### src/rtl/riscv_pkg.sv
// Shared RV32 pipeline definitions: default datapath widths, ALU operation
// encodings and the branch-condition rule used by the EX/MEM boundary.
package riscv_pkg;

  localparam int XLEN_DEFAULT    = 32;
  localparam int RADDR_W_DEFAULT = 5;

  typedef enum logic [3:0] {
    ALU_ADD = 4'b0010,
    ALU_SUB = 4'b0110,
    ALU_XOR = 4'b0011,
    ALU_SRL = 4'b0100,
    ALU_SLL = 4'b0101
  } aluOp_e;

  // beq is taken when the ALU saw equality (zero), bne when it did not.
  function automatic logic branchCondition(input logic isBranch,
                                           input logic isBne,
                                           input logic zero);
    return isBranch && (zero ^ isBne);
  endfunction

endpackage

### src/rtl/branch_resolve.sv
// Combinational branch resolution: taken decision and target address.
// Target wraps modulo 2^XLEN.
module branch_resolve
  import riscv_pkg::*;
#(
  parameter int XLEN = XLEN_DEFAULT
) (
  input  logic            branch,
  input  logic            branchNe,
  input  logic            zero,
  input  logic [XLEN-1:0] pc,
  input  logic [XLEN-1:0] imm,
  output logic            taken,
  output logic [XLEN-1:0] target
);

  assign taken  = branchCondition(branch, branchNe, zero);
  assign target = pc + imm;

endmodule

### src/rtl/ex_mem_reg.sv
// EX/MEM single-entry pipeline register with valid/ready handshake and flush.
// Branch resolution is registered only when EX_MEM_BRANCH_EN is defined.
module ex_mem_reg
  import riscv_pkg::*;
#(
  parameter int XLEN    = XLEN_DEFAULT,
  parameter int RADDR_W = RADDR_W_DEFAULT
) (
  input  logic               clk,
  input  logic               rst_n,
  input  logic               inValid,
  output logic               inReady,
  input  logic [XLEN-1:0]    aluResultIn,
  input  logic               zeroIn,
  input  logic [XLEN-1:0]    storeDataIn,
  input  logic [RADDR_W-1:0] rdIn,
  input  logic               regWriteIn,
  input  logic               memReadIn,
  input  logic               memWriteIn,
  input  logic               branchIn,
  input  logic               branchNeIn,
  input  logic [XLEN-1:0]    pcIn,
  input  logic [XLEN-1:0]    immIn,
  input  logic               flush,
  output logic               outValid,
  input  logic               outReady,
  output logic [XLEN-1:0]    aluResultOut,
  output logic [XLEN-1:0]    storeDataOut,
  output logic [RADDR_W-1:0] rdOut,
  output logic               regWriteOut,
  output logic               memReadOut,
  output logic               memWriteOut,
  output logic               branchTaken,
  output logic [XLEN-1:0]    branchTarget
);

  logic capture;
  logic regWriteQ;
  logic memReadQ;
  logic memWriteQ;

  assign inReady = !outValid || outReady;
  assign capture = inValid && inReady && !flush;

  // Flush wins over capture; a drain with a simultaneous capture keeps valid high.
  always_ff @(posedge clk or negedge rst_n) begin
    if (!rst_n) begin
      outValid <= 1'b0;
    end else if (flush) begin
      outValid <= 1'b0;
    end else if (capture) begin
      outValid <= 1'b1;
    end else if (outReady) begin
      outValid <= 1'b0;
    end
  end

  // x0 writes and read+write conflicts are sanitised once, at capture time.
  always_ff @(posedge clk or negedge rst_n) begin
    if (!rst_n) begin
      aluResultOut <= '0;
      storeDataOut <= '0;
      rdOut        <= '0;
      regWriteQ    <= 1'b0;
      memReadQ     <= 1'b0;
      memWriteQ    <= 1'b0;
    end else if (capture) begin
      aluResultOut <= aluResultIn;
      storeDataOut <= storeDataIn;
      rdOut        <= rdIn;
      regWriteQ    <= regWriteIn && (rdIn != '0);
      memReadQ     <= memReadIn && !memWriteIn;
      memWriteQ    <= memWriteIn;
    end
  end

  assign regWriteOut = outValid && regWriteQ;
  assign memReadOut  = outValid && memReadQ;
  assign memWriteOut = outValid && memWriteQ;

`ifdef EX_MEM_BRANCH_EN
  logic            takenNext;
  logic [XLEN-1:0] targetNext;
  logic            takenQ;

  branch_resolve #(
    .XLEN(XLEN)
  ) branchResolver (
    .branch  (branchIn),
    .branchNe(branchNeIn),
    .zero    (zeroIn),
    .pc      (pcIn),
    .imm     (immIn),
    .taken   (takenNext),
    .target  (targetNext)
  );

  always_ff @(posedge clk or negedge rst_n) begin
    if (!rst_n) begin
      takenQ       <= 1'b0;
      branchTarget <= '0;
    end else if (capture) begin
      takenQ       <= takenNext;
      branchTarget <= targetNext;
    end
  end

  assign branchTaken = outValid && takenQ;
`else
  // Branch inputs have no consumer in this build; the reduction only keeps lint quiet.
  logic unusedBranchInputs;
  assign unusedBranchInputs = ^{branchIn, branchNeIn, zeroIn, pcIn, immIn};

  assign branchTaken  = 1'b0;
  assign branchTarget = '0;
`endif

endmodule

### config.mk
export PLATFORM = sky130hd
export DESIGN_NAME = ex_mem_reg
export DESIGN_NICKNAME = d
export VERILOG_FILES = /design/src/rtl/riscv_pkg.sv /design/src/rtl/branch_resolve.sv /design/src/rtl/ex_mem_reg.sv
export SDC_FILE = /design/constraint.sdc
export NUM_CORES = 1
export LEC_CHECK = 0
export ABC_AREA = 1
export BUFFER_PORTS_ARGS = -buffer_cell sky130_fd_sc_hd__buf_2
export CAP_MARGIN = 20
export CORE_ASPECT_RATIO = 0.7
export CORE_MARGIN = 5
export CORE_UTILIZATION = 35
export DETAILED_ROUTE_END_ITERATION = 7
export PLACE_DENSITY = 0.72
export SYNTH_ARGS = -nofsm -noshare
export SYNTH_HDL_FRONTEND = slang
export SYNTH_SLANG_ARGS = --single-unit
### constraint.sdc
create_clock -name clk -period 1 [get_ports clk]
set_input_delay 0.2 -clock clk [delete_from_list [all_inputs] [get_ports clk]]
set_output_delay 0.2 -clock clk [all_outputs]
set_load 0.1 [all_outputs]
==> impl_metrics.toml <==
[logic_synthesis]
syn_avg_cell_area_sq_um = 8.67
yosysUniqueCellTypes = 12
yosys_warnings = 0
netlist_area_sq_um = 3090
synthCells = 356
yosysTopAreaCellShare_pct = 59.2
synth.largest_area_cell = "dfrtp_1"
synth.ff_latch_count = 73
synth.area.top_cells = "dfrtp_1 (59%), nand2_1 (26%), buf_4 (8.0%)"
synth-seq-area-share_pct = 59.2

[global_routing]
groute.usage.overall_pct = 19.8
grt_pass1_wl_microns = 16100
antenna_found_initial = 0
first_global_vias = 3115
aggregate_global_routing_overflow = 0
grt_start_max_net_pins = 74

[sta]
fin_skew_ns = 0.00777
setup_viol = 146
min_period_ns = 1.45
timing.fmax_mhz = 690
worst_slack_ns = -0.449
timing.setup.tns_ns = -38.60
grt_setup_unrepaired = "true"
report.final.hold_viol_count = 0
maxSlewViolCount = 0
post-route-period-util_pct = 145

[detailed_routing]
drt-wirelength-per-cell_microns = 17.2
route.detailed.drc = 0
route.vias.total = 3158
drt_pre_antenna_iters = 4
antenna_left = 0
drt_wl_total_microns = 12200
drt_iter0_drc = 176
post_drt_via_cell_ratio = 4.45

[floorplan]
die_y_microns = 88.6
die-width_microns = 122
core_sq_um = 8510
std_cell_rows = 28
pin_count = 251
die_area_sq_um = 10800
floorplan.initialDensity_pct = 36.3

[finish]
finalCoreUtilization_pct = 79.2
final_nets = 730
syn2layout_area_growth_pct = 118
final_design_area_no_fill_sq_um = 6740
fillerInstances = 528
layout-drive-gt1-share_pct = 72.9
layout_common_cells = "nand2_1 (113), buf_12 (85), buf_2 (75)"
num_antenna_cells = 0
layout_commonest_cell = "nand2_1"

[critical_path]
timing.critical_path.fanout_max = 6
worst_setup_path_end_kind = "output pin"
setup.reg_to_reg.worst_slack_ns = -0.44
timing.critical_path.cells = "nand2_2 -> clkinvlp_4 -> buf_12"
critical_path.startpoint_type = "flip-flop"
worstPathArrival_ns = 1.25
timing.critical_path.max_delay_family = "flip-flops"
cp_max_stage_cell = "dfrtp_4"
critical_path_buf_inv_count = 2
worst_ep_required_time_ns = 0.80
crit_type = "flip-flop to output pin"
cp_slowest_stage_delay_ns = 0.55

[power]
p_leak_nw = 3.39
ir_worst_vdd_v = 0.00150
power_density_nw_per_um2 = 2180
total_power_mw = 14.7

[placement]
place_hpwl_microns = 6390
dp_slack_ns = -0.274
placement.io_buffers = 150
place_area_sq_um = 5090
place.gp.congestion = 0.688

[cts]
clk_pin_slew_worst_paths_ns = 0.06
clock_tree.buffer_depth = 2
cts-htree-levels = 3
worstSkewPairLatency_ns = 0.33
cts_root_buf = "clkbuf_16"
clkSinkCount = 73
cts_tree = "done"
cts_inserted_buffers = 9

[min_path]
min-delay-path-class = "input port to flip-flop"

[outcome]
outcome = "finished, violations left"
failing_checks = "negative setup slack"

[job]
timing.max_cap.violations = 0
==> worst reg2reg max path: cells and delay by family (launching register included) <==
kind          cells  cell delay, ns
flops             1            0.55
buf+inv           3            0.46
simple gates      4            0.33
==> layer usage <==
layer	vias up	wire (microns)	part of all wire, %	GRT usage [%]
met5	-	0	0	0
met4	0	374	3.1	5.28
met3	35	983	8.0	7.22
met2	147	6410	52	35.3
met1	1501	4470	37	22.7
li1	1475	-	-	-
==> cell type report <==
type                            instances  area, sq um  share of cell area (%)
Multi-Input combinational cell        260         1460                    21.6
Timing Repair Buffer                  234         2900                    43.0
Sequential cell                        73         1920                    28.4
Clock inverter                          4         45.0                   0.668
Clock buffer                           11          233                    3.45
Tap cell                              120          150                    2.23
Inverter                                8         41.3                   0.613
==> cell usage after synthesis <==
cell,instances
conb_1,1
dfrtp_1,73
buf_4,33
inv_1,7
nor2_1,3
nand2_1,215
o21ai_0,3
buf_2,8
nand3_1,4
buf_6,7
clkinv_1,1
nor2_2,1
==> worst paths after layout <==
kind                                    end      startpoint  depth (start not counted)
setup / recovery                regWriteOut        outValid                          3
hold / removal              storeDataOut[8]  storeDataIn[8]                          3
setup reg to reg           storeDataOut[22]        outValid                          7
hold reg to reg                    memReadQ        memReadQ                          2
max in group asynchronous   storeDataOut[1]           rst_n                          3
min in group asynchronous  aluResultOut[12]           rst_n                          3
==> registers in the layout (all words and copies together) (netlist names) <==
register,cells
aluResultOut,32
memReadQ,1
memWriteQ,1
outValid,1
rdOut,5
regWriteQ,1
storeDataOut,32
==> what timing repair did <==
item | CTS | global route
hold buffers | 1 | 0
gates resized for setup | 57 | 120
pin swaps | 9 | 30
setup endpoints to repair | 146 | 147
setup buffers | 35 | 30
hold endpoints to repair | 73 | 0
cloned | 12 | 8
==> where the power goes <==
part	switching [mW]	internal [mW]	leakage, nW	total [mW]
sequential	0.518	3.48	0.822	4.00
combinational	4.91	2.73	2.42	7.64
clock	1.13	1.90	0.139	3.04
total	6.56	8.11	3.39	14.7
==> kinds of logic after synthesis <==
kind of cell,Yosys count,synth area share (%)
and+or+nand+nor,223,27.4
buffers and inverters,56,12.8
DFF,73,59.2
other,1,0.121
AOI/OAI and AO/OA,3,0.486
==> through the flow <==
stage               hold WS [ns]  cells
floorplan                -0.0956    388
global placement           0.245    616
detailed placement         0.244    616
CTS                       0.0605    679
global route              0.0598    710
finish                    0.0722    710
Power figures use the tool's default switching activity.
